**src/rtl/class_vote_filter.sv**
```systemverilog
// ---------------------------------------------------------------------------
// class_vote_filter
//
// Smooths a stream of per-frame waveform classifications. It keeps a
// circular history of the last WIN samples and runs a majority vote after
// every sample. A type is reported only once it holds at least MIN_VOTES
// entries in the window.
//
// Ports
//   clk                   clock; all state updates on the rising edge
//   rst_n                 asynchronous active-low reset
//   waveform_type[2:0]    classifier result (0 unknown .. 5 noise)
//   confidence[7:0]       classifier confidence, 0..100
//   classification_valid  single-cycle qualifier for the two inputs above
//   clear                 synchronous flush of history, counters and outputs
//   stable_type[2:0]      voted waveform type
//   stable_confidence[7:0] mean confidence of the winning type over the window
//   stable_valid          one-cycle pulse per completed vote
//   type_changed          one-cycle pulse when a vote changes stable_type
//   fill_count[4:0]       number of valid history entries, 0..WIN
//   stale                 no sample accepted for STALE_CYCLES cycles
//   overrun               one-cycle pulse when an input sample is dropped
// ---------------------------------------------------------------------------
module class_vote_filter #(
    parameter int WIN          = 8,
    parameter int MIN_VOTES    = 5,
    parameter int STALE_CYCLES = 1000000
) (
    input  logic       clk,
    input  logic       rst_n,
    input  logic [2:0] waveform_type,
    input  logic [7:0] confidence,
    input  logic       classification_valid,
    input  logic       clear,
    output logic [2:0] stable_type,
    output logic [7:0] stable_confidence,
    output logic       stable_valid,
    output logic       type_changed,
    output logic [4:0] fill_count,
    output logic       stale,
    output logic       overrun
);
    localparam int IDX_W   = $clog2(WIN);
    localparam int STALE_W = $clog2(STALE_CYCLES + 1);

    typedef enum logic [1:0] {IDLE, COUNT, DECIDE} state_t;
    state_t state_reg, state_next;

    // History: data fields need no reset; only the valid bits do.
    logic [2:0]       hist_type_reg [WIN];
    logic [6:0]       hist_conf_reg [WIN];
    logic [WIN-1:0]   hist_valid_reg;
    logic [IDX_W-1:0] wr_ptr_reg;
    logic [IDX_W-1:0] rd_idx_reg;

    logic             skid_full_reg;
    logic [2:0]       skid_type_reg;
    logic [6:0]       skid_conf_reg;

    logic [STALE_W-1:0] stale_cnt_reg;

    logic [4:0]  votes [8];
    logic [10:0] sums  [8];

    // Ingest clamping of the live sample
    logic [2:0] live_type;
    logic [6:0] live_conf;
    assign live_type = (waveform_type > 3'd5) ? 3'd0 : waveform_type;
    assign live_conf = (confidence > 8'd100) ? 7'd100 : confidence[6:0];

    // History read port used during COUNT
    logic [2:0] rd_type;
    logic [6:0] rd_conf;
    logic       rd_valid;
    assign rd_type  = hist_type_reg[rd_idx_reg];
    assign rd_conf  = hist_conf_reg[rd_idx_reg];
    assign rd_valid = hist_valid_reg[rd_idx_reg];

    logic       hist_we;
    logic [2:0] wr_type;
    logic [6:0] wr_conf;
    logic       skid_load;
    logic       skid_pop;
    logic       drop;
    logic       accepted;
    logic       stale_hit;

    always_comb begin
        state_next = state_reg;
        hist_we    = 1'b0;
        wr_type    = live_type;
        wr_conf    = live_conf;
        skid_load  = 1'b0;
        skid_pop   = 1'b0;
        drop       = 1'b0;
        case (state_reg)
            IDLE: begin
                // The parked sample is older, so it goes first; a live
                // sample in the same cycle takes its place in the skid.
                if (skid_full_reg) begin
                    hist_we   = 1'b1;
                    wr_type   = skid_type_reg;
                    wr_conf   = skid_conf_reg;
                    skid_pop  = 1'b1;
                    skid_load = classification_valid;
                end else if (classification_valid) begin
                    hist_we = 1'b1;
                end
                if (hist_we) begin
                    state_next = COUNT;
                end
            end
            COUNT: begin
                if (rd_idx_reg == IDX_W'(WIN - 1)) begin
                    state_next = DECIDE;
                end
            end
            DECIDE: begin
                state_next = IDLE;
            end
            default: begin
                state_next = IDLE;
            end
        endcase
        if (state_reg != IDLE && classification_valid) begin
            if (skid_full_reg) begin
                drop = 1'b1;
            end else begin
                skid_load = 1'b1;
            end
        end
        if (clear) begin
            state_next = IDLE;
            hist_we    = 1'b0;
            skid_load  = 1'b0;
            skid_pop   = 1'b0;
            drop       = 1'b0;
        end
    end

    assign accepted  = classification_valid && !clear && !drop;
    assign stale_hit = !accepted && !clear &&
                       (stale_cnt_reg == STALE_W'(STALE_CYCLES - 1));

    // Winner: highest vote count, lowest code on ties, but the current
    // stable_type wins any tie it takes part in.
    logic [2:0]  best_type;
    logic [4:0]  best_votes;
    logic [10:0] best_sum;
    always_comb begin
        best_type  = 3'd0;
        best_votes = votes[0];
        for (int t = 1; t < 6; t++) begin
            if (votes[t] > best_votes) begin
                best_type  = 3'(t);
                best_votes = votes[t];
            end
        end
        if (votes[stable_type] == best_votes) begin
            best_type = stable_type;
        end
        best_sum = sums[best_type];
    end

    always_ff @(posedge clk or negedge rst_n) begin
        if (!rst_n) begin
            state_reg <= IDLE;
        end else begin
            state_reg <= state_next;
        end
    end

    always_ff @(posedge clk) begin
        if (hist_we) begin
            hist_type_reg[wr_ptr_reg] <= wr_type;
            hist_conf_reg[wr_ptr_reg] <= wr_conf;
        end
    end

    always_ff @(posedge clk or negedge rst_n) begin
        if (!rst_n) begin
            hist_valid_reg <= '0;
            wr_ptr_reg     <= '0;
            rd_idx_reg     <= '0;
        end else if (clear || stale_hit) begin
            hist_valid_reg <= '0;
            wr_ptr_reg     <= '0;
            rd_idx_reg     <= '0;
        end else begin
            if (hist_we) begin
                hist_valid_reg[wr_ptr_reg] <= 1'b1;
                wr_ptr_reg                 <= wr_ptr_reg + 1'b1;
                rd_idx_reg                 <= '0;
            end else if (state_reg == COUNT) begin
                rd_idx_reg <= rd_idx_reg + 1'b1;
            end
        end
    end

    always_ff @(posedge clk or negedge rst_n) begin
        if (!rst_n) begin
            skid_full_reg <= 1'b0;
            skid_type_reg <= 3'd0;
            skid_conf_reg <= 7'd0;
        end else if (clear || stale_hit) begin
            skid_full_reg <= 1'b0;
        end else if (skid_load) begin
            skid_full_reg <= 1'b1;
            skid_type_reg <= live_type;
            skid_conf_reg <= live_conf;
        end else if (skid_pop) begin
            skid_full_reg <= 1'b0;
        end
    end

    always_ff @(posedge clk or negedge rst_n) begin
        if (!rst_n) begin
            stale_cnt_reg <= '0;
        end else if (clear || accepted) begin
            stale_cnt_reg <= '0;
        end else if (stale_cnt_reg != STALE_W'(STALE_CYCLES)) begin
            stale_cnt_reg <= stale_cnt_reg + 1'b1;
        end
    end

    // Per-type vote and confidence accumulators, restarted with each vote.
    genvar gi;
    generate
        for (gi = 0; gi < 8; gi++) begin : g_acc
            logic [4:0]  votes_reg;
            logic [10:0] sum_reg;
            always_ff @(posedge clk or negedge rst_n) begin
                if (!rst_n) begin
                    votes_reg <= '0;
                    sum_reg   <= '0;
                end else if (clear || hist_we) begin
                    votes_reg <= '0;
                    sum_reg   <= '0;
                end else if (state_reg == COUNT && rd_valid && rd_type == 3'(gi)) begin
                    votes_reg <= votes_reg + 5'd1;
                    sum_reg   <= sum_reg + 11'(rd_conf);
                end
            end
            assign votes[gi] = votes_reg;
            assign sums[gi]  = sum_reg;
        end
    endgenerate

    always_ff @(posedge clk or negedge rst_n) begin
        if (!rst_n) begin
            stable_type       <= 3'd0;
            stable_confidence <= 8'd0;
            stable_valid      <= 1'b0;
            type_changed      <= 1'b0;
            fill_count        <= 5'd0;
            stale             <= 1'b0;
            overrun           <= 1'b0;
        end else if (clear) begin
            stable_type       <= 3'd0;
            stable_confidence <= 8'd0;
            stable_valid      <= 1'b0;
            type_changed      <= 1'b0;
            fill_count        <= 5'd0;
            stale             <= 1'b0;
            overrun           <= 1'b0;
        end else begin
            stable_valid <= 1'b0;
            type_changed <= 1'b0;
            overrun      <= drop;
            if (hist_we && fill_count != 5'(WIN)) begin
                fill_count <= fill_count + 5'd1;
            end
            if (state_reg == DECIDE) begin
                stable_valid <= 1'b1;
                if (32'(best_votes) >= MIN_VOTES) begin
                    stable_type       <= best_type;
                    stable_confidence <= 8'(best_sum >> IDX_W);
                    type_changed      <= (best_type != stable_type);
                end
            end
            if (accepted) begin
                stale <= 1'b0;
            end
            // The stale flush overrides anything decided in the same cycle.
            if (stale_hit) begin
                stale             <= 1'b1;
                stable_type       <= 3'd0;
                stable_confidence <= 8'd0;
                fill_count        <= 5'd0;
            end
        end
    end

endmodule

```
**config.mk**
```make
export PLATFORM = sky130hd
export DESIGN_NAME = class_vote_filter
export DESIGN_NICKNAME = d
export VERILOG_FILES = /design/src/rtl/class_vote_filter.sv
export SDC_FILE = /design/constraint.sdc
export NUM_CORES = 1
export LEC_CHECK = 0
export ABC_AREA = 1
export CORE_ASPECT_RATIO = 0.75
export CORE_MARGIN = 1
export CORE_UTILIZATION = 40
export CTS_CLUSTER_SIZE = 8
export DETAILED_ROUTE_END_ITERATION = 16
export GPL_TIMING_DRIVEN = 0
export PLACE_DENSITY = 0.62
export SYNTH_ARGS = -nofsm -noshare
export SYNTH_HDL_FRONTEND = slang
export SYNTH_SLANG_ARGS = --single-unit
export TNS_END_PERCENT = 10
```
**constraint.sdc**
```tcl
create_clock -name clk -period 12.1 [get_ports clk]
set_clock_uncertainty 0.1 [all_clocks]
set_input_delay 2.42 -clock clk [delete_from_list [all_inputs] [get_ports clk]]
set_output_delay 2.42 -clock clk [all_outputs]
set_load 0.01 [all_outputs]
```
==> flow_metrics.env <==
export IMPL_status="finished clean"
export IMPL_n_fill_cell=3762
export IMPL_drc_errors=0
export IMPL_crit_fanout=10
export IMPL_finalHoldWorstSlack_ps=357.2
export IMPL_crit_required_ps=12440
export IMPL_drt_pass1_iterations=8
export IMPL_clock_fmax_mhz=119.3
export IMPL_yosysWarnings=0
export IMPL_maxCapViolations=0
export IMPL_clockBufferDepth=3
export IMPL_critPathKind="flip-flop to flip-flop"
export IMPL_num_vias=13879
export IMPL_via_per_inst=5.430
export IMPL_gp_congestion=0.9483
export IMPL_p_leak_uw=0.008226
export IMPL_grt_setup_unrepaired="no"
export IMPL_hpwl_um=33560
export IMPL_antenna_found_initial=1
export IMPL_worstSkewPairLatency_ps=570
export IMPL_clk_pin_slew_ps=50
export IMPL_grt_max_degree=99
export IMPL_drtIter0Drc=1515
export IMPL_hold_viol=0
export IMPL_finalSetupViolCount=0
export IMPL_syn_nets=2061
export IMPL_fin_crit_sh_pct=69.25
export IMPL_core_mm2=0.03957
export IMPL_grt_pass1_wl_um=73760
export IMPL_num_rows=63
export IMPL_synth_cell_area_mm2=0.01610
export IMPL_num_antenna_cells=0
export IMPL_io_buffers=34
export IMPL_syn_avg_cell_area_um2=8.289
export IMPL_wl_per_cell_um=18.13
export IMPL_tritoncts="yes"
export IMPL_dieArea_mm2=0.04106
export IMPL_track_usage_pct=23.14
export IMPL_place_inst=2497
export IMPL_ir_worst_vdd_mv=0.2588
export IMPL_post_place_ws_ps=3899
export IMPL_slew_headroom_pct=7.338
export IMPL_drt_wl_total_um=46330
export IMPL_synthArstFlopShare_pct=70.91
export IMPL_io_pins=35
export IMPL_cpMostUsedCell="nand2_1"
export IMPL_cts_buffers_inserted=40
export IMPL_min_period_ps=8379
export IMPL_die_h_um=175.7
export IMPL_seq_area_frac_synth_pct=45.24
export IMPL_ant_nets=0
export IMPL_cts_setup_buffers=0
export IMPL_maxSlewViolCount=0
export IMPL_grt_pass1_vias=13304
export IMPL_timing_final_ws_setup_ps=3721
export IMPL_start_util_pct=40.68
export IMPL_cellPowerDensity_mw_per_mm2=228.8
export IMPL_synth_edf_count=80
export IMPL_h_tree_depth=2
export IMPL_p_total_uw=4194
export IMPL_syn_to_final_growth_pct=13.86
export IMPL_slowest_delay_ps=400
export IMPL_worst_pin_slew_ps=1383
export IMPL_cts_hold_buf=0
export IMPL_ys_ff_latch=275
export IMPL_ys_types=53
export IMPL_fin_cells=2556
export IMPL_synthFlopType="dfrtp_1"
export IMPL_worst_endpoint_arrival_ps=8720
export IMPL_dieWidth_um=233.6
export IMPL_cp_end_kind="flip-flop"
export IMPL_final_util_pct=46.32
export IMPL_clock_sinks=275
export IMPL_syn_inst=1942
export IMPL_postCtsResizedCells=0
export IMPL_overflow=0
export IMPL_largest_reg_flops=88
export IMPL_worst_hold_path_type="flip-flop to flip-flop"
export IMPL_cp_slowest_cell="dfrtp_1"
export IMPL_nets=2138
export IMPL_cts_root_buf="clkbuf_16"
export IMPL_drive_gt1_share_pct=5.354
export IMPL_start_kind="flip-flop"
-- Yosys cell counts (9+ instances only) --
library cell	n	share of area (%)
o21bai_1	16	0.75
a21oi_1	119	3.7
ha_1	96	7.5
nand4_1	19	0.74
xor2_1	20	1.1
xnor2_1	18	0.98
o21ai_0	173	5.4
o21a_1	9	0.42
clkbuf_1	26	0.61
nand3_1	168	5.2
dfrtp_1	195	30
edfxtp_1	80	15
nand2_1	336	7.8
nand2_2	11	0.43
nor3b_1	9	0.42
inv_1	248	5.8
o22ai_1	45	1.7
nor3_1	32	0.99
nor2_1	205	4.8
a31oi_1	12	0.47
-- logic make-up (layout without fill, tap and decap cells) --
group	count (synthesis)	count (layout)	share of synthesized area [%]
simple gates	813	813	22.36
xor+xnor	38	38	2.067
compound gates	411	411	14.43
buf+inv	301	395	7.454
flops	275	275	45.24
fa+ha+maj	104	104	8.456
-- cells in the final DEF, fill, tap and decap left out, drive strengths merged, types with 21 or more instances in the layout --
master and n:
dfrtp 195, nor2 209, a21oi 121, edfxtp 80, nor3 32, clkdlybuf4s50 33, ha 96, buf 21
nand3 176, o21ai 173, inv 254, clkbuf 83, o22ai 45, nand2 352
-- power by group --
group	switching, µW	internal (µW)	total [µW]
Sequential	8.62	979	988
Clock	434	621	1060
Combinational	1470	679	2150
-- metrics by stage --
step           area [µm²]  TNS (ps)
6_report            18330         0
5_1_grt             18330         0
4_1_cts             18320         0
3_5_place_dp        17160         0
3_3_place_gp        17090    -80830
2_1_floorplan       16100         0
-- per-layer routing --
layer / routed length, µm / part of all wire [%] / global-route usage, %
met4: 925 / 2.0 / 5.655
met2: 19020 / 41 / 32.75
met5: 0 / 0 / 0
met1: 23150 / 50 / 35.82
met3: 3239 / 7.0 / 4.351
-- critical path: cells and delay by family (launching register included) --
family,cells,cell delay [ps]
buf+inv,11,1220
compound gates,2,450
fa+ha+maj,5,1420
flops,1,400
simple gates,42,4650
-- final timing paths --
path | from | slack (ps) | to | cells after the start
worst min-delay path | g_acc[6].sum_reg[9]$_DFFE_PN0P_ | 360 | g_acc[6].sum_reg[10]$_DFFE_PN0P_ | 1
worst min register to register | g_acc[6].sum_reg[9]$_DFFE_PN0P_ | 360 | g_acc[6].sum_reg[10]$_DFFE_PN0P_ | 1
worst max register to register | g_acc[0].votes_reg[2]$_DFFE_PN0P_ | 3720 | stable_confidence[0]$_DFFE_PN0P_ | 60
max in group asynchronous | rst_n | 9080 | g_acc[1].sum_reg[8]$_DFFE_PN0P_ | 2
min in group asynchronous | rst_n | 1830 | g_acc[4].votes_reg[4]$_DFFE_PN0P_ | 1
worst max-delay path | g_acc[0].votes_reg[2]$_DFFE_PN0P_ | 3720 | stable_confidence[0]$_DFFE_PN0P_ | 60
-- area by class of cell --
cell class / count / area (µm²) / share of cell area, %
Buffer: 46 / 242.7 / 1.324
Clock buffer: 56 / 1081 / 5.898
Clock inverter: 3 / 80.08 / 0.4369
Inverter: 255 / 957.2 / 5.222
Multi-Input combinational cell: 1366 / 7662 / 41.80
Sequential cell: 275 / 7282 / 39.73
Tap cell: 520 / 650.6 / 3.550
Timing Repair Buffer: 35 / 372.9 / 2.034
Note: power is estimated with default switching activity, not from simulation.
